## src/rtl/hood_mode_controller.sv

```systemverilog
// hood_mode_controller: operating-mode sequencer for the range hood.
// Takes the power level and debounced one-cycle key pulses, runs the mode
// state machine with per-mode countdown timers, and drives the fan level
// plus mode code / remaining seconds for the display path.
// Optional feature macro: LVL3_ONCE_EN (level 3 usable once per power cycle).
// Valid/ready: there is no handshake here; every *_pulse input is a one-cycle
// strobe that is sampled on each rising clk edge and either acted on or dropped.
module hood_mode_controller #(
  parameter int TICK_DIV  = 100_000_000,
  parameter int LVL3_SEC  = 60,
  parameter int EXIT_SEC  = 60,
  parameter int CLEAN_SEC = 180
) (
  input  logic       clk,
  input  logic       rst,
  input  logic       power_on,
  input  logic       menu_pulse,
  input  logic       lvl1_pulse,
  input  logic       lvl2_pulse,
  input  logic       lvl3_pulse,
  input  logic       clean_pulse,
  output logic [2:0] mode,
  output logic [1:0] fan_level,
  output logic [7:0] remaining_sec,
  output logic       done_pulse
);

  typedef enum logic [2:0] {
    S_OFF     = 3'd0,
    S_STANDBY = 3'd1,
    S_MENU    = 3'd2,
    S_LVL1    = 3'd3,
    S_LVL2    = 3'd4,
    S_LVL3    = 3'd5,
    S_EXIT    = 3'd6,
    S_CLEAN   = 3'd7
  } state_t;

  localparam int PW = (TICK_DIV > 1) ? $clog2(TICK_DIV) : 1;
  localparam logic [PW-1:0] PRESC_LAST = PW'(TICK_DIV - 1);

  state_t        state, state_nx;
  logic [PW-1:0] presc, presc_nx;
  logic [7:0]    rem_nx;
  logic [1:0]    fan_nx;
  logic          done_nx;
  logic          tick;
  logic          lvl3_ok;

`ifdef LVL3_ONCE_EN
  logic lvl3_used, lvl3_used_nx;
  assign lvl3_ok = !lvl3_used;
`else
  assign lvl3_ok = 1'b1;
`endif

  // The state register is the mode code, so the mode output is registered.
  assign mode = state;
  assign tick = (presc == PRESC_LAST);

  function automatic logic [1:0] fan_of(input state_t s);
    case (s)
      S_LVL1:         fan_of = 2'd1;
      S_LVL2:         fan_of = 2'd2;
      S_LVL3, S_EXIT: fan_of = 2'd3;
      default:        fan_of = 2'd0;
    endcase
  endfunction

  function automatic logic [7:0] load_of(input state_t s);
    case (s)
      S_LVL3:  load_of = 8'(LVL3_SEC);
      S_EXIT:  load_of = 8'(EXIT_SEC);
      S_CLEAN: load_of = 8'(CLEAN_SEC);
      default: load_of = 8'd0;
    endcase
  endfunction

  // Next-state, timer and output logic; pulses are tested in priority order
  // menu > lvl3 > lvl2 > lvl1 > clean so only the highest legal one acts.
  always_comb begin
    state_nx = state;
    rem_nx   = remaining_sec;
    presc_nx = tick ? '0 : presc + PW'(1);
    done_nx  = 1'b0;
`ifdef LVL3_ONCE_EN
    lvl3_used_nx = lvl3_used;
`endif
    if (!power_on) begin
      state_nx = S_OFF;
      rem_nx   = 8'd0;
      presc_nx = '0;
`ifdef LVL3_ONCE_EN
      lvl3_used_nx = 1'b0;
`endif
    end else begin
      case (state)
        S_OFF:     state_nx = S_STANDBY;
        S_STANDBY: if (menu_pulse) state_nx = S_MENU;
        S_MENU: begin
          if (menu_pulse)                  state_nx = S_STANDBY;
          else if (lvl3_pulse && lvl3_ok)  state_nx = S_LVL3;
          else if (lvl2_pulse)             state_nx = S_LVL2;
          else if (lvl1_pulse)             state_nx = S_LVL1;
          else if (clean_pulse)            state_nx = S_CLEAN;
        end
        S_LVL1: begin
          if (menu_pulse)      state_nx = S_STANDBY;
          else if (lvl2_pulse) state_nx = S_LVL2;
        end
        S_LVL2: begin
          if (menu_pulse)      state_nx = S_STANDBY;
          else if (lvl1_pulse) state_nx = S_LVL1;
        end
        S_LVL3: begin
          // A menu press wins over a same-cycle expiry.
          if (menu_pulse) state_nx = S_EXIT;
          else if (tick) begin
            if (remaining_sec <= 8'd1) state_nx = S_LVL2;
            else                       rem_nx   = remaining_sec - 8'd1;
          end
        end
        S_EXIT: begin
          if (tick) begin
            if (remaining_sec <= 8'd1) state_nx = S_STANDBY;
            else                       rem_nx   = remaining_sec - 8'd1;
          end
        end
        S_CLEAN: begin
          if (tick) begin
            if (remaining_sec <= 8'd1) begin
              state_nx = S_STANDBY;
              done_nx  = 1'b1;
            end else begin
              rem_nx = remaining_sec - 8'd1;
            end
          end
        end
        default: state_nx = S_OFF;
      endcase
    end
    // Every state entry restarts the second and loads the new countdown.
    if (state_nx != state) begin
      presc_nx = '0;
      rem_nx   = load_of(state_nx);
`ifdef LVL3_ONCE_EN
      if (state_nx == S_LVL3) lvl3_used_nx = 1'b1;
`endif
    end
    fan_nx = fan_of(state_nx);
  end

  // State, timer and registered outputs.
  always_ff @(posedge clk or negedge rst) begin
    if (!rst) begin
      state         <= S_OFF;
      presc         <= '0;
      remaining_sec <= 8'd0;
      fan_level     <= 2'd0;
      done_pulse    <= 1'b0;
    end else begin
      state         <= state_nx;
      presc         <= presc_nx;
      remaining_sec <= rem_nx;
      fan_level     <= fan_nx;
      done_pulse    <= done_nx;
    end
  end

`ifdef LVL3_ONCE_EN
  // Level-3 usage flag, cleared by power-off or reset.
  always_ff @(posedge clk or negedge rst) begin
    if (!rst) lvl3_used <= 1'b0;
    else      lvl3_used <= lvl3_used_nx;
  end
`endif

endmodule

```

## config.mk

```make
export PLATFORM = sky130hd
export DESIGN_NAME = hood_mode_controller
export DESIGN_NICKNAME = d
export VERILOG_FILES = /design/src/rtl/hood_mode_controller.sv
export SDC_FILE = /design/constraint.sdc
export NUM_CORES = 1
export LEC_CHECK = 0
export BUFFER_PORTS_ARGS = -buffer_cell sky130_fd_sc_hd__buf_2
export CORE_UTILIZATION = 60
export CTS_CLUSTER_SIZE = 8
export DETAILED_ROUTE_END_ITERATION = 6
export GPL_TIMING_DRIVEN = 0
export PLACE_DENSITY = 0.92
export REMOVE_ABC_BUFFERS = 1
export SLEW_MARGIN = 20
export SYNTH_ARGS = -nofsm -noshare
export SYNTH_HDL_FRONTEND = slang
export SYNTH_SLANG_ARGS = --single-unit
```

## constraint.sdc

```tcl
create_clock -name clk -period 8.34 [get_ports clk]
set_input_delay 0 -clock clk [delete_from_list [all_inputs] [get_ports clk]]
set_output_delay 0 -clock clk [all_outputs]
set_load 0.03 [all_outputs]
```

After elaboration in Yosys (flattened, before gate mapping)

Cells that the tools add are included.

Add/sub/neg operators: 2
$mul: 0
Divide/modulo/power cells: 0
Magnitude comparators: 1
Eq/ne operators: 16
Shifts and indexed selects: 0
Multiplexer cells: 32
Bitwise gates (word level): 0
Reduce and logical (&&, ||, !) cells: 4

Operators with widths:

| operator              | count |
|---|---|
| $mux 27               | 3 |
| $mux 3                | 16 |
| $mux 8                | 5 |
| $pmux 8 s2            | 2 |
| $add 27x1->27 const B | 1 |
| $eq 27x27->1 const B  | 1 |
| $eq 3x3->1 const B    | 8 |
| $pmux 3 s7            | 1 |
| $eq 3x2->1 const B    | 3 |
| $le 8x1->1 const B    | 1 |
| $sub 8x1->8 const B   | 1 |
| $pmux 2 s3            | 1 |
| $mux 1                | 4 |
| $ne 4x2->1 const B    | 1 |
| $ne 4x4->1 const B    | 1 |
| $reduce_or 2->1       | 2 |
| $eq 3x1->1 const B    | 1 |
| $logic_not 3->1       | 1 |
| $ne 3x3->1            | 1 |
| $reduce_and 2->1      | 1 |

Register bits: 41
Latch bits: 0
RAM bits: 0
Memory bits (read-only): 0
Input bits: 8
Output and inout bits: 14
Logic and storage cells: 60
Memories: 0

Logic depth before layout (Yosys ltp)

Gate-level depths: netlist of run 1.

Depth in word-level cells: 11
Depth in mapped cells: 11
Gate-level depth less buffers: 9

Worst setup path after synthesis of run 1

No wires, ideal clock.

Path kind: reg2reg
Start: register remaining_sec[2]
End: register remaining_sec[5]
Setup time: 0.126 ns
Arrival: 2.801 ns
Required time: 8.214 ns
Setup slack: 5.413 ns
Stages on the path, launching flop included: 8
Buffers on the path: 0
Period minus slack after synthesis: 2.927 ns
Cell sequence: dfrtp_1 -> or3_4 -> or4_4 -> or3_4 -> a221o_1 -> o211a_2 -> and2_4 -> o311a_1

Cells in the longest elaborated chain, start to end: 10
Elaborated cells on any way between the ends: 24
Those cells by class: 1 x add/sub; 1 x order compare; 6 x eq/ne; 14 x mux; 2 x reduce/logical

RTL lines:

| element                   | RTL line      | RTL |
|---|---|---|
| start: declaration        | 24            | `output logic [7:0] remaining_sec,` |
| start signal: assignment  | 164           | `remaining_sec <= rem_nx;` |
| $le 8x1->1                | 119, 125, 131 |  |
| $mux 3                    | 119           | `if (remaining_sec <= 8'd1) state_nx = S_LVL2;` |
| $mux 3                    | 118           | `else if (tick) begin` |
| $mux 3                    | 117           | `if (menu_pulse) state_nx = S_EXIT;` |
| $pmux 3 s7                | 97            | `case (state)` |
| $mux 3                    | 89            | `if (!power_on) begin` |
| $eq 3x3->1                | 71            | `case (s)` |
| $reduce_or 2->1 (no line) | -             |  |
| $pmux 8 s2                | 71            |  |
| $mux 8                    | 143           | `if (state_nx != state) begin` |

Several ways; a longest one is shown, not always the timed one. The select of a mux whose other input is x is not followed.
A chain may end at the register's enable or synchronous reset.

Final worst setup path of run 1

Start: register presc[11]
End: register remaining_sec[3]

Cells in the longest elaborated chain, start to end: 9
Elaborated cells on any way between the ends: 20
Those cells by class: 7 x eq/ne; 11 x mux; 2 x reduce/logical

RTL lines:

| element                   | RTL line | RTL |
|---|---|---|
| start: declaration        | 43       | `logic [PW-1:0] presc, presc_nx;` |
| start signal: assignment  | 163      | `presc <= presc_nx;` |
| $eq 27x27->1 *            | 59       | `assign tick = (presc == PRESC_LAST);` |
| $mux 3                    | 118      |  |
| $mux 3                    | 117      |  |
| $pmux 3 s7                | 97       |  |
| $mux 3                    | 89       |  |
| $eq 3x3->1                | 71       |  |
| $reduce_or 2->1 (no line) | -        |  |
| $pmux 8 s2                | 71       |  |
| $mux 8                    | 143      |  |

Every way passes the cells marked *; elsewhere a longest branch is shown, timed or not. The select of a mux whose other input is x is not followed.

==> impl_metrics.csv, run 1 <==
group,metric,value,unit
pwr,power_switching,117,uW
pwr,p_per_area,173,mW/mm^2
floorplanning,die_h,65.7,um
clocking,cts_root_buffer,"clkbuf_8",
timing,period_share,0.377,
clocking,cts_setup_buffers,0,
pwr,p_int,348,uW
logic_synthesis,synth_compound_area_frac,0.131,
critical_path,worstPathCellList,"nor4bb_1, nand4_1, nor4_2, a2111oi_4, nor4_1, and3b_1, o22a_1",
final_layout,n_fill_cell,281,
placement,port_buffers,21,
drt,ant_nets,0,
logic_synthesis,synth_edf_count,0,
pwr,power_frac_comb,0.140,
placement,gp_congestion,0.852,
flow_run,max-cap-violations,0,
logic_synthesis,synth_fa_ha_area_frac,0.0154,
global_routing,gr-total-overflow,0,
drt,routed_wl,5.05,mm
final_layout,fin_util,0.712,
timing,fin_ws,5.19,ns
clocking,clk_latency,0.29,ns
logic_synthesis,synth_area_per_cell,9.21,sq um
critical_path,critPathBufInv,0,
drt,wl_per_cell,15.4,um
drt,drt-initial-drc-count,133,
logic_synthesis,synth_seq_area_share,0.422,
final_layout,synthToLayoutAreaGrowth,10.3,%
logic_synthesis,ys.flop_type,"dfrtp_1",
timing,rsz0062_at_grt,"no",
clocking,clockBufferDepth,2,
critical_path,crit_arrival,3.33,ns
global_routing,grt_first_pass_wirelength,8.74,mm
drt,route.detailed.drc,0,
final_layout,seq_area,0.00103,sq mm
clocking,tritoncts,"built",
logic_synthesis,synth.distinct_cells,53,
clocking,cts-resized-gates,0,
logic_synthesis,yosys.area_share.xor_xnor,0.104,
final_layout,diodes,0,
floorplanning,die_w,65.7,um
pwr,p_leak,1.19,nW
critical_path,crit_slowest_cell,"nor4_1",
placement,dpl.hpwl,3.47,mm
critical_path,r2r_cells,7,
critical_path,worst-path-stages,7,
floorplanning,core_area,0.00377,sq mm
logic_synthesis,synthSimpleGateAreaFrac,0.295,
critical_path,path_max_fanout,5,
logic_synthesis,synthCells,264,
logic_synthesis,synth_top_family_by_area,"simple AND/OR/NAND/NOR gates",
timing,setup_viol,0,
drt,vias,2020,
final_layout,multi_input_area,0.00133,sq mm
pwr,vdd_ir_drop_max,0.123,mV
critical_path,r2r-end,"remaining_sec[3]$_DFFE_PN0P_",
placement,preCtsSetupSlack,5.32,ns
critical_path,startpoint,"presc[11]$_DFF_PN0_",
global_routing,antenna_found_initial,0,
critical_path,r2r-start,"presc[11]$_DFF_PN0_",
timing,fmax,318,MHz
timing,period_needed,3.15,ns
clocking,clkSinkCount,41,
floorplanning,initial_core_util,0.645,
critical_path,rrSetupSlack,5.19,ns
hold_path,hold_path_class,"in -> reg",
timing,worst_slew_pin_slew,0.897,ns
floorplanning,io_pins,22,
clocking,htreeDepth,2,
global_routing,grt_usage,0.266,
logic_synthesis,synthMuxAreaShare,0,
global_routing,grt_max_degree,42,
logic_synthesis,synth_area,0.00243,sq mm
critical_path,cp_data_required_time,8.52,ns
timing,slew_headroom,0.402,
drt,drtPass1Iterations,4,
timing,drv_slew,0,
critical_path,critPathKind,"reg -> reg",
final_layout,layout.cells.non_filler,329,
pwr,finalPower,465,uW
global_routing,grt_pass1_vias,1980,
placement,placed_cells,320,
critical_path,start_kind,"register",
final_layout,drive_gt1_frac,0.164,
outcome,outcome,"completed",
timing,finalClockSkew,0.00557,ns
critical_path,cp_top_family,"simple AND/OR/NAND/NOR gates",
pwr,p_sw_frac,0.252,
critical_path,critPathMaxStageDelay,0.62,ns
clocking,path_clk_slew,0.08,ns
clocking,cts_buffers,5,
floorplanning,rows,22,
final_layout,fin_nets,291,
timing,setup-tns-final,0,ns
logic_synthesis,synth_seq_cells,41,
timing,finalHoldViolCount,0,
drt,via_per_inst,6.14,
pwr,pwr-share-clk,0.403,
logic_synthesis,ys.warnings.count,0,
critical_path,crit_end,"remaining_sec[3]$_DFFE_PN0P_",
floorplanning,die_area,0.00431,sq mm
logic_synthesis,synthArstFlopShare,1.00,
pwr,pwr-share-seq,0.457,
critical_path,cp-end-kind,"register",
## per-layer routing
metal | vias up | track usage | share of wire
met5 | - | 0 | 0
met4 | 0 | 0.120 | 0.024
met2 | 56 | 0.452 | 0.52
met3 | 12 | 0.0521 | 0.030
li1 | 963 | - | -
met1 | 989 | 0.324 | 0.43
## layout by cell type (no fill, tap or decap), types with 4 or more instances in the layout
cell      instances
nor2_1           46
dfrtp_1          41
buf_2            21
xor2_1           19
nand2_1          15
nand4_1          11
xnor2_1          10
nand3_1           9
and3_1            8
nor3_1            7
a21oi_1           7
inv_1             6
or2_2             6
o21ai_0           5
clkbuf_8          5
nor4_1            4
and4_1            4
## kinds of logic (layout without fill, tap and decap cells)
logic type,Yosys count,after routing
flops,41,41
buf+inv,19,36
xor+xnor,29,29
fa+ha+maj,3,3
compound gates,39,39
simple gates,133,133
## final cells by class
cell class / instances / area share
timing repair buffer: 22 / 0.0429
clock buffer: 5 / 0.0256
inverter: 6 / 0.00839
clock inverter: 3 / 0.0242
multi-input combinational: 204 / 0.494
sequential: 41 / 0.382
tap: 48 / 0.0224
## worst min path at each step
stage	start	endpoint	slack, ns	cells after the start
floorplan	rst	done_pulse$_DFF_PN0_	-0.30	0
global placement	rst	presc[16]$_DFF_PN0_	0.17	1
detailed placement	rst	presc[16]$_DFF_PN0_	0.18	1
CTS	power_on	mode[2]$_DFF_PN0_	0.04	3
global route	power_on	done_pulse$_DFF_PN0_	0.05	2
finish	power_on	mode[1]$_DFF_PN0_	0.05	3
## metrics by stage
stage                     hold slack, ns  cell area, sq um
final                             0.0493              2680
after floorplan                   -0.296              2370
after global placement             0.166              2540
after detailed placement           0.175              2540
after global routing              0.0535              2680
after CTS                         0.0396              2680
## tightest hold or removal path, stage by stage
cell     delay (ns)
buf_2          0.16
o31ai_1        0.10
nor3_1         0.05
## power groups by stage
stage,clock network (mW),registers [mW],logic (mW)
after floorplan,0,0.223,0.0375
after global placement,0,0.216,0.0628
final,0.187,0.213,0.0653
after CTS,0.190,0.212,0.0652
after global routing,0.199,0.214,0.0716
after detailed placement,0,0.216,0.0645
## cells in the mapped netlist, drive strengths merged, types with 2 or more instances
master,instances,share of area
nor2,46,0.071
o21bai,3,0.014
and2,5,0.014
nor4,5,0.015
or3,4,0.014
nand2,15,0.023
nand2b,3,0.0077
a211oi,3,0.0093
o31ai,2,0.0062
and3,9,0.024
o21a,2,0.0062
o211a,2,0.0082
nor4bb,2,0.0082
buf,6,0.013
nand4,11,0.028
clkbuf,7,0.011
inv,6,0.0093
nand3,9,0.019
ha,3,0.015
a21oi,7,0.014
dfrtp,41,0.42
o21ai,6,0.014
o2bb2ai,3,0.011
and4,4,0.014
o22a,2,0.0072
or2,6,0.015
o311a,3,0.012
nor3,7,0.014
xor2,19,0.068
xnor2,10,0.036
## sequential cells by signal (all words and copies together), names as in the netlist
| signal | flops |
|---|---|
| presc | 27 |
| fan_level | 2 |
| remaining_sec | 8 |
| mode | 3 |
| done_pulse | 1 |
## timing repair
action                                  4_1_cts  5_1_grt
endpoints found under the hold margin        41        0
hold buffers                                  1        0
endpoints found under the setup margin        0        0
Power figures use the tool's default switching activity.
==> run 2, diff against run 1 <==
--- a/config.mk
+++ b/config.mk
@@ -5,12 +5,13 @@
 export SDC_FILE = /design/constraint.sdc
 export NUM_CORES = 1
 export LEC_CHECK = 0
+export ABC_AREA = 1
 export BUFFER_PORTS_ARGS = -buffer_cell sky130_fd_sc_hd__buf_2
-export CORE_UTILIZATION = 60
+export CORE_UTILIZATION = 54
 export CTS_CLUSTER_SIZE = 8
 export DETAILED_ROUTE_END_ITERATION = 6
 export GPL_TIMING_DRIVEN = 0
-export PLACE_DENSITY = 0.92
+export PLACE_DENSITY = 0.88
 export REMOVE_ABC_BUFFERS = 1
 export SLEW_MARGIN = 20
 export SYNTH_ARGS = -nofsm -noshare
==> constraint.sdc (replaced) <==
create_clock -name clk -period 2.6 [get_ports clk]
set_input_delay 0 -clock clk [delete_from_list [all_inputs] [get_ports clk]]
set_output_delay 0 -clock clk [all_outputs]
set_load 0.03 [all_outputs]
==> impl_metrics.csv, run 2 <==
group,metric,value,unit
outcome,outcome,"completed",
drt,vias,2348,
final_layout,drive_gt1_frac,0.156,
global_routing,grt_usage,0.232,
floorplanning,die_w,71.5,um
critical_path,critPathBufInv,0,
critical_path,cp-end-kind,"register",
timing,fmax,425,MHz
final_layout,fin_nets,389,
global_routing,gr-total-overflow,0,
placement,port_buffers,21,
clocking,tritoncts,"built",
pwr,vdd_ir_drop_max,0.389,mV
timing,setup_viol,0,
floorplanning,initial_core_util,0.579,
logic_synthesis,synth_seq_cells,41,
critical_path,critPathKind,"reg -> reg",
final_layout,fin_area,0.00290,sq mm
final_layout,fin_util,0.644,
flow_run,max-cap-violations,0,
clocking,cts_root_buffer,"clkbuf_8",
timing,slew_headroom,0.406,
critical_path,path_max_fanout,8,
timing,finalHoldViolCount,0,
global_routing,grt_pass1_vias,2195,
logic_synthesis,ys.warnings.count,0,
clocking,htreeDepth,2,
critical_path,crit_slowest_cell,"dfrtp_1",
logic_synthesis,synth_top_area_share,0.394,
logic_synthesis,yosys-top-cells-count,"nand2_1, nor2_1, dfrtp_1, inv_1, nand3_1",
floorplanning,rows,24,
final_layout,layout_common_cells,"nand2_1, nor2_1, dfrtp_1",
final_layout,regMostFlops,"presc",
logic_synthesis,synth_area,0.00261,sq mm
logic_synthesis,synth_area_per_cell,7.45,sq um
final_layout,diodes,0,
floorplanning,die_h,71.5,um
critical_path,cp_data_required_time,2.77,ns
critical_path,rrSetupSlack,0.25,ns
final_layout,layout.cells.non_filler,431,
pwr,p_per_area,518,mW/mm^2
placement,placed_cells,418,
drt,drt-initial-drc-count,141,
timing,period_share,0.905,
final_layout,layout_commonest_cell,"nand2_1",
timing,rsz0062_at_grt,"no",
drt,route.detailed.drc,0,
global_routing,grt_first_pass_wirelength,9.37,mm
timing,worst_slew_pin_slew,0.892,ns
clocking,path_clk_slew,0.08,ns
logic_synthesis,synth_edf_count,0,
clocking,cts_buffers,5,
pwr,p_leak,1.34,nW
hold_path,hold_path_class,"in -> reg",
critical_path,start_kind,"register",
timing,drv_slew,0,
timing,period_needed,2.35,ns
floorplanning,die_area,0.00511,sq mm
global_routing,grt_max_degree,42,
drt,via_per_inst,5.45,
final_layout,synthToLayoutAreaGrowth,11.2,%
critical_path,crit_arrival,2.53,ns
critical_path,critPathMaxStageDelay,0.40,ns
timing,setup-tns-final,0,ns
logic_synthesis,synth.distinct_cells,31,
floorplanning,core_area,0.00450,sq mm
clocking,clk_latency,0.30,ns
drt,ant_nets,0,
logic_synthesis,synth_area_leaders,"dfrtp_1, nand2_1, nor2_1",
logic_synthesis,synth.most_common_cell,"nand2_1",
drt,drtPass1Iterations,4,
logic_synthesis,synthCells,350,
logic_synthesis,ys.flop_type,"dfrtp_1",
global_routing,antenna_found_initial,0,
logic_synthesis,synth_top_cell_by_area,"dfrtp_1",
drt,wl_per_cell,13.4,um
final_layout,n_fill_cell,375,
logic_synthesis,synth_seq_area_share,0.394,
final_layout,largest_reg_flops,27,
clocking,clkSinkCount,41,
placement,dpl.hpwl,4.00,mm
drt,routed_wl,5.76,mm
timing,finalClockSkew,0.00704,ns
critical_path,critPathMostFrequentCell,"nand2_1",
placement,placed_cell_area,0.00274,sq mm
critical_path,cp_top_family,"simple AND/OR/NAND/NOR gates",
clocking,clockBufferDepth,2,
floorplanning,io_pins,22,
critical_path,worstPathCellList,"ha_1, nand2_1, nor2_4, nand2_4, nor2_1, nand3_1, nand2_2, nand2_1, nand2_1, nand2_1, nand2_2, nor2_8, nand4_1, nand2_1, nand2_1",
logic_synthesis,synthArstFlopShare,1.00,
placement,gp_congestion,0.957,
## run 2: logic make-up after synthesis
| logic type | count (synthesis) | share of synthesized area |
|---|---|---|
| compound gates | 21 | 0.0451 |
| simple gates | 215 | 0.391 |
| fa+ha+maj | 3 | 0.0144 |
| flops | 41 | 0.394 |
| buf+inv | 45 | 0.0720 |
| xor+xnor | 25 | 0.0840 |
## run 2: what timing repair did
item | in CTS | in global routing
hold buffers | 1 | 0
endpoints found under the hold margin | 41 | 0
setup buffers | 0 | 2
gates resized for setup | 0 | 8
endpoints found under the setup margin | 0 | 33
## run 2: metrics by stage
step / total power, mW / hold slack, ns / setup WS [ns]
2_1_floorplan: 0.972 / -0.296 / 0.372
3_3_place_gp: 1.06 / 0.168 / 0.202
3_5_place_dp: 1.08 / 0.179 / 0.166
4_1_cts: 1.48 / 0.0947 / 0.143
5_1_grt: 1.58 / 0.130 / 0.00338
6_report: 1.50 / 0.126 / 0.247
## run 2: per-layer routing
layer  up-vias  track usage  part of all wire
met4         0       0.0828             0.017
met5         -            0                 0
met1      1064        0.304              0.45
met2        85        0.383              0.48
met3        12       0.0478             0.061
li1       1187            -                 -
## run 2: area by class of cell
type	count	area (sq um)	share of cell area
clock buffer	6	72.6	0.0250
inverter	40	150	0.0518
tap	52	65.1	0.0224
sequential	41	1030	0.354
timing repair buffer	24	130	0.0449
clock inverter	2	10.0	0.00345
multi-input combinational	266	1440	0.498
## run 2: worst paths after layout
path                                    start                           end  cells after the start
max in group asynchronous                 rst  remaining_sec[0]$_DFFE_PN0P_                      2
hold / removal                       power_on             mode[0]$_DFF_PN0_                      3
setup / recovery           presc[0]$_DFF_PN0_  remaining_sec[2]$_DFFE_PN0P_                     15
setup reg to reg           presc[0]$_DFF_PN0_  remaining_sec[2]$_DFFE_PN0P_                     15
min in group asynchronous                 rst             mode[0]$_DFF_PN0_                      2
hold reg to reg            presc[0]$_DFF_PN0_            presc[0]$_DFF_PN0_                      1
## run 2: report_power, final
group	total (mW)	switching, mW	internal [mW]	leakage [nW]
logic	0.401	0.276	0.124	0.735
clock network	0.403	0.217	0.186	0.0450
registers	0.699	0.0352	0.664	0.565
## run 2: worst register-to-register path, cell delays in order, from the launching register on
cell and delay [ns]:
dfrtp_1 0.40, ha_1 0.23, nand2_1 0.14, nor2_4 0.06, nand2_4 0.10, nor2_1 0.07, nand3_1 0.11, nand2_2 0.08
nand2_1 0.08, nand2_1 0.11, nand2_1 0.10, nand2_2 0.12, nor2_8 0.17, nand4_1 0.22, nand2_1 0.17, nand2_1 0.08
==> run 3, diff against run 2 <==
--- a/config.mk
+++ b/config.mk
@@ -7,11 +7,13 @@
 export LEC_CHECK = 0
 export ABC_AREA = 1
 export BUFFER_PORTS_ARGS = -buffer_cell sky130_fd_sc_hd__buf_2
-export CORE_UTILIZATION = 54
+export CELL_PAD_IN_SITES_DETAIL_PLACEMENT = 2
+export CELL_PAD_IN_SITES_GLOBAL_PLACEMENT = 2
+export CORE_UTILIZATION = 31
 export CTS_CLUSTER_SIZE = 8
 export DETAILED_ROUTE_END_ITERATION = 6
 export GPL_TIMING_DRIVEN = 0
-export PLACE_DENSITY = 0.88
+export PLACE_DENSITY = 0.87
 export REMOVE_ABC_BUFFERS = 1
 export SLEW_MARGIN = 20
 export SYNTH_ARGS = -nofsm -noshare
==> impl_metrics.csv, run 3 (synthesis gave the netlist of run 2 again) <==
group,metric,value,unit
floorplanning,die_h,93.7,um
floorplanning,io_pins,22,
drt,vias,2565,
hold_path,hold_path_class,"in -> reg",
pwr,p_int,1.19,mW
pwr,p_sw_frac,0.343,
final_layout,fin_util,0.377,
floorplanning,initial_core_util,0.319,
global_routing,grt_util_met1,0.267,
timing,drv_slew,0,
timing,rsz0062_at_grt,"no",
drt,routed_wl,9.28,mm
pwr,vdd_ir_drop_max,0.221,mV
critical_path,start_kind,"register",
timing,period_share,0.954,
pwr,pwr-share-seq,0.389,
clocking,tritoncts,"built",
pwr,p_leak,1.41,nW
timing,setup-tns-final,0,ns
placement,dpl.hpwl,5.69,mm
drt,drt-initial-drc-count,105,
final_layout,drive_gt1_frac,0.181,
floorplanning,rows,33,
placement,port_buffers,21,
clocking,clkSinkCount,41,
critical_path,crit_slowest_cell,"dfrtp_1",
global_routing,top_usage_layer,"met2",
pwr,p_per_area,586,mW/mm^2
global_routing,gr-total-overflow,0,
final_layout,diodes,0,
clocking,clockBufferDepth,2,
timing,fmax,403,MHz
timing,period_needed,2.48,ns
critical_path,critPathBufInv,1,
global_routing,antenna_found_initial,0,
clocking,path_clk_slew,0.10,ns
outcome,outcome,"completed",
critical_path,crit_arrival,2.71,ns
clocking,clk_latency,0.32,ns
floorplanning,die_w,93.7,um
clocking,cts_buffers,5,
placement,gp_congestion,0.781,
critical_path,cp_data_required_time,2.82,ns
global_routing,grt_max_degree,42,
pwr,pwr-share-clk,0.361,
final_layout,layout_common_cells,"nand2_1, nor2_1, dfrtp_1",
global_routing,grt.met3_usage,0.0267,
final_layout,n_fill_cell,966,
final_layout,largest_reg_flops,27,
global_routing,grt_pass1_vias,2784,
timing,finalClockSkew,0.00882,ns
pwr,power_frac_comb,0.250,
global_routing,grt_usage,0.209,
global_routing,grt_first_pass_wirelength,14.1,mm
critical_path,cp-end-kind,"register",
critical_path,worstPathCellList,"ha_1, nand2_2, nor2_4, nand2_4, nor2_1, nand3_1, nand2_2, nand2_1, nand3_1, nand2_2, nor2_8, nand4_4, buf_12, nor2_1",
final_layout,regMostFlops,"presc",
placement,preCtsSetupSlack,-0.247,ns
final_layout,fin_nets,392,
drt,ant_nets,0,
timing,slew_headroom,0.331,
timing,setup_viol,0,
final_layout,layout_commonest_cell,"nand2_1",
critical_path,critPathKind,"reg -> reg",
drt,route.detailed.drc,0,
critical_path,cp_top_family,"simple AND/OR/NAND/NOR gates",
critical_path,critPathMostFrequentCell,"nand2_2",
timing,worst_slew_pin_slew,1.00,ns
drt,wl_per_cell,19.1,um
global_routing,gr-usage-met2,0.364,
clocking,cts_root_buffer,"clkbuf_8",
critical_path,path_max_fanout,9,
timing,finalHoldViolCount,0,
drt,drtPass1Iterations,4,
drt,via_per_inst,5.27,
timing,fin_ws,0.120,ns
clocking,htreeDepth,2,
flow_run,max-cap-violations,0,
pwr,power_switching,620,uW
floorplanning,core_area,0.00818,sq mm
final_layout,synthToLayoutAreaGrowth,18.2,%
floorplanning,die_area,0.00878,sq mm
critical_path,critPathMaxStageDelay,0.41,ns
run 3: cell types whose count changed in the layout (fill, tap and decap cells not counted), sizes merged:
cell	before	now
clkbuf	6	5
bufinv	0	2
clkinv	2	1
buf	23	27
nor2	68	67
run 3: final timing paths:
kind                                               from                           end  slack (ns)  cells after the start
max                                  presc[0]$_DFF_PN0_           presc[24]$_DFF_PN0_        0.12                     14
min                                            power_on             mode[0]$_DFF_PN0_        0.13                      3
max reg2reg                          presc[0]$_DFF_PN0_           presc[24]$_DFF_PN0_        0.12                     14
min reg2reg                remaining_sec[7]$_DFFE_PN0P_  remaining_sec[7]$_DFFE_PN0P_        0.56                      2
max in group asynchronous                           rst           presc[10]$_DFF_PN0_        1.58                      2
min in group asynchronous                           rst             mode[2]$_DFF_PN0_        0.38                      2
run 3: worst min-delay path: cells and delay by family:
| family | cells | cell delay, ns |
|---|---|---|
| buffers and inverters | 2 | 0.26 |
| and+or+nand+nor | 1 | 0.15 |
run 3: metrics by stage:
step           hold WS [ns]  std cells  power (mW)  area [sq um]
6_report              0.128        487        1.81          3080
5_1_grt               0.152        487        1.87          3080
3_5_place_dp          0.219        471        1.10          2810
3_3_place_gp          0.207        471        1.08          2810
2_1_floorplan        -0.296        345       0.972          2570
4_1_cts               0.128        481        1.76          2990
run 3: power groups by stage:
stage	combinational, mW	sequential [mW]	clock [mW]
global route	0.493	0.708	0.673
CTS	0.413	0.703	0.647
finish	0.451	0.703	0.652
global placement	0.368	0.712	0
detailed placement	0.384	0.715	0
floorplan	0.219	0.754	0
run 3: cell type report:
cell class,count,area [sq um],share of cell area
clock inverter,3,65.1,0.0211
sequential,41,1030,0.333
inverter,40,150,0.0487
tap,105,131,0.0426
timing repair buffer,28,173,0.0561
multi-input combinational,265,1470,0.476
clock buffer,5,68.8,0.0223
run 3: timing repair:
| item | 4_1_cts | 5_1_grt |
|---|---|---|
| hold buffers | 1 | 0 |
| endpoints found under the hold margin | 41 | 0 |
| pin swaps | 1 | 4 |
| setup buffers | 0 | 6 |
| endpoints found under the setup margin | 14 | 35 |
| resized for setup | 5 | 12 |
| cloned | 1 | 0 |
run 3: per-layer routing:
metal	vias up	share of wire
li1	1195	-
met1	1313	0.45
met2	39	0.51
met3	18	0.020
met4	0	0.024
met5	-	0
